## config.mk

```make
export PLATFORM = sky130hd
export DESIGN_NAME = branch_pc_unit
export DESIGN_NICKNAME = d
export VERILOG_FILES = /design/src/rtl/branch_pc_unit_pkg.sv /design/src/rtl/npc_calc.sv /design/src/rtl/branch_pc_unit.sv
export SDC_FILE = /design/constraint.sdc
export NUM_CORES = 1
export LEC_CHECK = 0
export ABC_AREA = 1
export BUFFER_PORTS_ARGS = -buffer_cell sky130_fd_sc_hd__clkbuf_2
export CAP_MARGIN = 10
export CELL_PAD_IN_SITES_DETAIL_PLACEMENT = 1
export CELL_PAD_IN_SITES_GLOBAL_PLACEMENT = 1
export CORE_ASPECT_RATIO = 0.7
export CORE_MARGIN = 2
export CORE_UTILIZATION = 38
export DETAILED_ROUTE_END_ITERATION = 6
export GPL_ROUTABILITY_DRIVEN = 0
export PLACE_DENSITY = 0.82
export SKIP_CTS_REPAIR_TIMING = 1
export SKIP_LAST_GASP = 1
export SYNTH_ARGS = -nofsm -noshare
export SYNTH_HDL_FRONTEND = slang
export SYNTH_SLANG_ARGS = --single-unit
export TNS_END_PERCENT = 10
```

## constraint.sdc

```tcl
create_clock -name clk -period 3.4 [get_ports clk]
set_input_delay 0.17 -clock clk [delete_from_list [all_inputs] [get_ports clk]]
set_output_delay 0.17 -clock clk [all_outputs]
set_load 0.02 [all_outputs]
```

## src/rtl/branch_pc_unit_pkg.sv

```systemverilog
// =============================================================================
// branch_pc_unit_pkg : shared control-transfer codes and reset fetch address
// Revision: 1.0
// =============================================================================
`default_nettype none

package branch_pc_unit_pkg;

  localparam logic [31:0] C_RESET_PC = 32'h0000_3000;

  typedef enum logic [2:0] {
    OP_NONE = 3'd0,
    OP_BEQ  = 3'd1,
    OP_BNE  = 3'd2,
    OP_J    = 3'd3,
    OP_JAL  = 3'd4,
    OP_JR   = 3'd5
  } id_op_e;

  // Word-offset branch displacement: sign-extend and scale by four.
  function automatic logic [31:0] sext_shift2(input logic [15:0] imm);
    return {{14{imm[15]}}, imm, 2'b00};
  endfunction

endpackage

`default_nettype wire

```

## src/rtl/npc_calc.sv

```systemverilog
// =============================================================================
// npc_calc : combinational redirect decision and target address for ID stage
// Revision: 1.0
// =============================================================================
`default_nettype none

module npc_calc
  import branch_pc_unit_pkg::*;
(
  input  logic [2:0]  id_op,
  input  logic        equal,
  input  logic [25:0] index26,
  input  logic [31:0] id_pc,
  input  logic [31:0] id_rsdata,
  output logic        redirect,
  output logic [31:0] target
);

  logic [15:0] w_imm16;
  logic [31:0] w_branch_tgt;
  logic [31:0] w_jump_tgt;

  assign w_imm16      = index26[15:0];
  assign w_branch_tgt = id_pc + 32'd4 + sext_shift2(w_imm16);
  assign w_jump_tgt   = {id_pc[31:28], index26, 2'b00};

  always_comb begin
    redirect = 1'b0;
    target   = w_branch_tgt;
    case (id_op)
      OP_BEQ: redirect = equal;
      OP_BNE: redirect = ~equal;
      OP_J, OP_JAL: begin
        redirect = 1'b1;
        target   = w_jump_tgt;
      end
      OP_JR: begin
        redirect = 1'b1;
        target   = id_rsdata;
      end
      default: redirect = 1'b0;
    endcase
  end

endmodule

`default_nettype wire

```

## src/rtl/branch_pc_unit.sv

```systemverilog
// =============================================================================
// branch_pc_unit : fetch PC, IF/ID register and taken-redirect counter
// Revision: 1.0
// =============================================================================
`default_nettype none

module branch_pc_unit
  import branch_pc_unit_pkg::*;
#(
  parameter logic [31:0] RESET_PC = C_RESET_PC
) (
  input  logic        clk,
  input  logic        reset,
  input  logic        Stall,
  input  logic        Equal,
  input  logic [2:0]  ID_Op,
  input  logic [31:0] ID_RsData,
  input  logic [31:0] IM_Instr,
  output logic [31:0] IF_PC,
  output logic [31:0] ID_Instr,
  output logic [31:0] ID_PC,
  output logic [31:0] ID_PC8,
  output logic        Redirect,
  output logic [15:0] TakenCnt
);

  logic [31:0] pc_q, pc_d;
  logic [31:0] id_instr_q, id_instr_d;
  logic [31:0] id_pc_q, id_pc_d;
  logic [15:0] taken_cnt_q, taken_cnt_d;
  logic        w_redirect;
  logic [31:0] w_target;

  npc_calc u_npc_calc (
    .id_op     (ID_Op),
    .equal     (Equal),
    .index26   (id_instr_q[25:0]),
    .id_pc     (id_pc_q),
    .id_rsdata (ID_RsData),
    .redirect  (w_redirect),
    .target    (w_target)
  );

  // Stall freezes everything, so a held branch is re-decided with fresh inputs.
  always_comb begin
    pc_d        = pc_q;
    id_instr_d  = id_instr_q;
    id_pc_d     = id_pc_q;
    taken_cnt_d = taken_cnt_q;
    if (!Stall) begin
      pc_d       = w_redirect ? w_target : pc_q + 32'd4;
      id_instr_d = IM_Instr;
      id_pc_d    = pc_q;
      if (w_redirect) begin
        taken_cnt_d = taken_cnt_q + 16'd1;
      end
    end
  end

  always_ff @(posedge clk or posedge reset) begin
    if (reset) begin
      pc_q        <= RESET_PC;
      id_instr_q  <= 32'h0;
      id_pc_q     <= 32'h0;
      taken_cnt_q <= 16'h0;
    end else begin
      pc_q        <= pc_d;
      id_instr_q  <= id_instr_d;
      id_pc_q     <= id_pc_d;
      taken_cnt_q <= taken_cnt_d;
    end
  end

  assign IF_PC    = pc_q;
  assign ID_Instr = id_instr_q;
  assign ID_PC    = id_pc_q;
  assign ID_PC8   = id_pc_q + 32'd8;
  assign Redirect = w_redirect;
  assign TakenCnt = taken_cnt_q;

endmodule

`default_nettype wire

```

; ---- Word level (Yosys, flattened, before mapping)
; Index checks and enable logic that the tools add are counted.
[word_totals]
inputBits = 71
wordCells = 22
out_inout_bits = 145
regBits = 112
[op_classes]
n_bitwise = 2
reduce_logical = 3
eq_ne = 5
n_addsub = 5
n_mux = 3
[ops]
columns = operator, count
row1 = 32-bit by 3-bit adder with 32-bit output (second input constant), 2
row2 = 32-bit case mux with 2 select lines, 1
row3 = 32-bit adder, 1
row4 = 32-bit by 4-bit adder with 32-bit output (second input constant), 1
row5 = 32-bit 2-to-1 mux, 1
row6 = 16-bit by 1-bit adder with 16-bit output (second input constant), 1
row7 = 3-bit by 2-bit equality test with 1-bit output (second input constant), 2
row8 = 3-bit equality test (second input constant), 2
row9 = 3-bit by 1-bit equality test with 1-bit output (second input constant), 1
row10 = 1-bit case mux with 3 select lines, 1
row11 = 3-bit OR reduction, 1
row12 = 1-bit NOT, 2
row13 = 2-bit AND reduction, 1
row14 = 2-bit OR reduction, 1

; ---- Depth between registers and ports, before layout
[depth]
depth_word = 4
ltp_mapped = 17
mapped_depth_nobuf = 17

; ---- Modules after synthesis
; Synthesis repeated with hierarchy kept, for this count alone.
[hier_totals]
hier_cells = 1378
area_unflattened_um2 = 9057.4
[modules_own_cells]
columns = mod, seq_area_each_um2, n_inst, area_per_inst_um2, cells_each
row1 = branch_pc_unit, 2805.2, 1, 6138.4, 845
row2 = npc_calc, 0.0, 1, 2919.0, 533

; ---- Least setup slack after synthesis
; Ideal clock, no wire load.
[synth_timing]
path_kind = reg2reg
start = register id_pc_q[3], in the netlist ID_PC[3]
end = register pc_q[11], in the netlist IF_PC[11]
required_ns = 3.267
arrival_time_ns = 2.309
path_buffers = 0
path_stages_with_launch = 13
path_slack_ns = 0.958
synth_period_minus_slack_ns = 2.442
setup_time_ns = 0.133
path_cell_list = dfrtp_1 -> ha_1 -> ha_1 -> fa_1 -> nand3_1 -> nand3_1 -> nand2_1 -> nand2_1 -> or2_2 -> nand3_1 -> nand3_1 -> nand3_1 -> o21ai_0
[synth_between]
elab_chain_cells = 4
[synth_lines]
columns = item, line_no
row1 = start: declaration, branch_pc_unit.sv:29  ; logic [31:0] id_pc_q, id_pc_d;
row2 = start signal: assignment, branch_pc_unit.sv:69  ; id_pc_q <= id_pc_d;
row3 = 32-bit by 3-bit adder with 32-bit output, npc_calc.sv:24  ; assign w_branch_tgt = id_pc + 32'd4 + sext_shift2(w_imm16);
row4 = 32-bit adder, npc_calc.sv:24
row5 = 32-bit case mux with 2 select lines, npc_calc.sv:30  ; case (id_op)
row6 = 32-bit 2-to-1 mux, branch_pc_unit.sv:51  ; pc_d = w_redirect ? w_target : pc_q + 32'd4;
row7 = end signal: assignment, branch_pc_unit.sv:67  ; pc_q <= pc_d;
row8 = end: declaration, branch_pc_unit.sv:27  ; logic [31:0] pc_q, pc_d;
; No other way between the ends.
; A chain may end at the register's enable or synchronous reset.

; ---- Final worst setup path
[layout_timing]
start = register id_pc_q[3], in the netlist ID_PC[3]
end = register pc_q[31], in the netlist IF_PC[31]
; Same word-level chain as after synthesis.

==> out/qor.txt <==
Slowest stage delay, CP - 480 ps
Via Count - 9988
HPWL after DPL - 30500 µm
Failing checks - negative hold slack
Finish-stage setup viols - 0
FF-to-FF Start - ID_PC[3]
HP Start - IM_Instr[28]
DR vias/cell - 5.38
Core area - 22700 µm²
Max-cap violations - 0
Final period util - 87.9%
Synthesized area - 8840 µm²
VDD IR-drop max - 0.324 mV
Io pins - 216
1st-pass router iterations - 7
Setup tns final - 0 ps
Crit path kind - reg2reg
Num CTS Buffers - 9
Most frequent cells after synthesis - nand2_1, inv_1, dfrtp_1, nor2_1, o21ai_0
Net Sw Frac - 51.0%
CP max-delay cell - dfrtp_1
Fin nets - 1671
Min Hold Slack - -17.2 ps
Largest net degree at the start of global routing - 81
Gate power share - 51.1%
Setup crit end kind - register
CTS Sinks - 112
Worst Skew - 14.9 ps
Number of flops mapped to enable cells by yosys - 0
Max-slew headroom - 43.2%
CP arrival - 3280 ps
Psw - 3.36 mW
Seq pwr share - 31.2%
Top-count cell post-synth - nand2_1
Power consumption - 6.59 mW
Worst reg2reg path depth - 14
Ys async rst share - 100%
Leading area contributor after synthesis - dfrtp_1
Fin. Hold Viols - 14
Post-synthesis average cell area - 6.69 µm²
Crit path cell chain - ha_1 > ha_1 > fa_1 > nand3_1 > nand3_1 > nand3_1 > nand3_1 > nand2_1 > nand2_1 > nand2_1 > nand3_1 > nand2_1 > nand2_1 > a21oi_1
Worst-path clk slew - 90 ps
Starting density of the core - 38.9%
Global-route usage over all layers - 31.6%
Slew Limit Fails - 0
Std-Cell Rows - 46
CTS Root Cell - clkbuf_16
Worst skew pair latency - 380 ps
WL/cell - 20.7 µm
Inserted Diodes - 0
Largest cells by area after synthesis - dfrtp_1, nand2_1, ha_1
Clock Path Buffers - 2
Synth unique cells - 43
Internal Power - 3.23 mW
Hold depth - 3
Die height - 132 µm
Status - finished with violations
Pre-CTS setup slack - 537 ps
FMAX - 0.334 GHz
Final min period - 2990 ps
Hold worst-path end - ID_Instr[28]
Top FF cell, synth - dfrtp_1
Hold Path Class - in2reg
Fin cells - 1855
Post-Synthesis Cells - 1320
Final ANT Viol Nets - 0
I/O Buffers - 215
Post-synthesis sequential area ratio - 31.7%
Placed Instances - 1835
#FFs+latches synth - 112
Area Growth Syn to Fin - 21.1%
Final wirelength - 38500 µm
Die ar. - 24500 µm²
RSZ-0062 raised after global routing - no
Clk network pwr share - 17.7%
Power density cells - 616 nW/µm²
Die width - 186 µm
First-pass GRT wire length - 58800 µm
Final setup margin - 410 ps
Global route overflow - 0
Critical path required time - 3690 ps
Vias in the first global route - 10.2k
Layout cells sized above 1 - 19.4%
Initial drt markers - 808
Crit path launch - ID_PC[3]
Worst Path Max Fanout - 6
Initial antenna violation count - 0
Leak Pwr - 5.85 nW
Net count after synthesis - 1452
CP startpoint kind - register
Worst reg-to-reg setup slack - 410 ps
Reg2reg end - IF_PC[31]
Yosys top cell area share - 31.1%
Worst Tran Pin Value - 852 ps
H-tree levels - 3
CTS tree - yes
DRC violations left - 0
Ys Warns - 0
state kept, by name, indices dropped and copies added (netlist names):
signal and count:
ID_Instr 32, ID_PC 32, TakenCnt 16, IF_PC 32
cell type report:
cell class / instances / area, µm²
Clock buffer: 9 / 225
Clock inverter: 6 / 75.1
Fill cell: 3055 / 12000
Inverter: 174 / 656
Multi-Input combinational cell: 997 / 5220
Sequential cell: 112 / 2810
Tap cell: 312 / 390
Timing Repair Buffer: 245 / 1330
cell usage in the layout, fill, tap and decap left out, drive strengths merged, types with 40 or more instances in the layout:
cell and instances:
nor2 97, dfrtp 110, ha 60, a21oi 51, clkbuf 223, nand2 461, nand3 79, inv 177
xor2 40, o21ai 94
power groups by stage:
| stage | Clock [mW] | Sequential, mW | Combinational, mW |
|---|---|---|---|
| after floorplan | 0 | 2.25 | 1.78 |
| after global placement | 0 | 2.05 | 3.21 |
| after detailed placement | 0 | 2.06 | 3.31 |
| after CTS | 1.19 | 2.04 | 3.33 |
| after global routing | 1.22 | 2.09 | 3.70 |
| final | 1.17 | 2.06 | 3.37 |
through the flow:
step / cell area, µm² / util, %
2_1_floorplan: 8840 / -
3_3_place_gp: 10400 / 45.5
3_5_place_dp: 10400 / 45.5
4_1_cts: 10700 / 46.9
5_1_grt: 10700 / 47.1
6_report: 10700 / 47.1
per-layer routing:
layer  global-route usage (%)  vias up  share of wire, %
met2                     47.9      438                43
met3                     8.15       53               9.3
met5                        0        -                 0
met1                     44.0     4809                45
li1                         -     4688                 -
met4                     9.45        0               2.7
worst max path at each step:
stage                             end  slack, ps  cells past startpoint
after detailed placement    IF_PC[11]        540                     12
after CTS                   IF_PC[31]        500                     14
after global placement      IF_PC[11]        520                     12
after global routing        IF_PC[31]        220                     14
after floorplan           ID_Instr[0]        270                      1
final                       IF_PC[31]        410                     14
cells by family (layout without fill, tap and decap cells):
| logic type | count (synthesis) | in the layout | synth area share [%] |
|---|---|---|---|
| AND/OR/NAND/NOR | 705 | 705 | 34.0 |
| buffers and inverters | 211 | 434 | 9.15 |
| AO/OA/AOI/OAI | 179 | 179 | 11.3 |
| flip-flops | 112 | 112 | 31.7 |
| adder cells (fa/ha/maj) | 61 | 61 | 8.72 |
| XOR/XNOR | 52 | 52 | 5.15 |
critical path: cells and delay by family (launching register included):
kind,cells,cell delay [ps]
simple gates,10,1170
compound gates,1,180
flops,1,480
fa+ha+maj,3,1070
No activity file was read; power rests on OpenSTA's default activity.
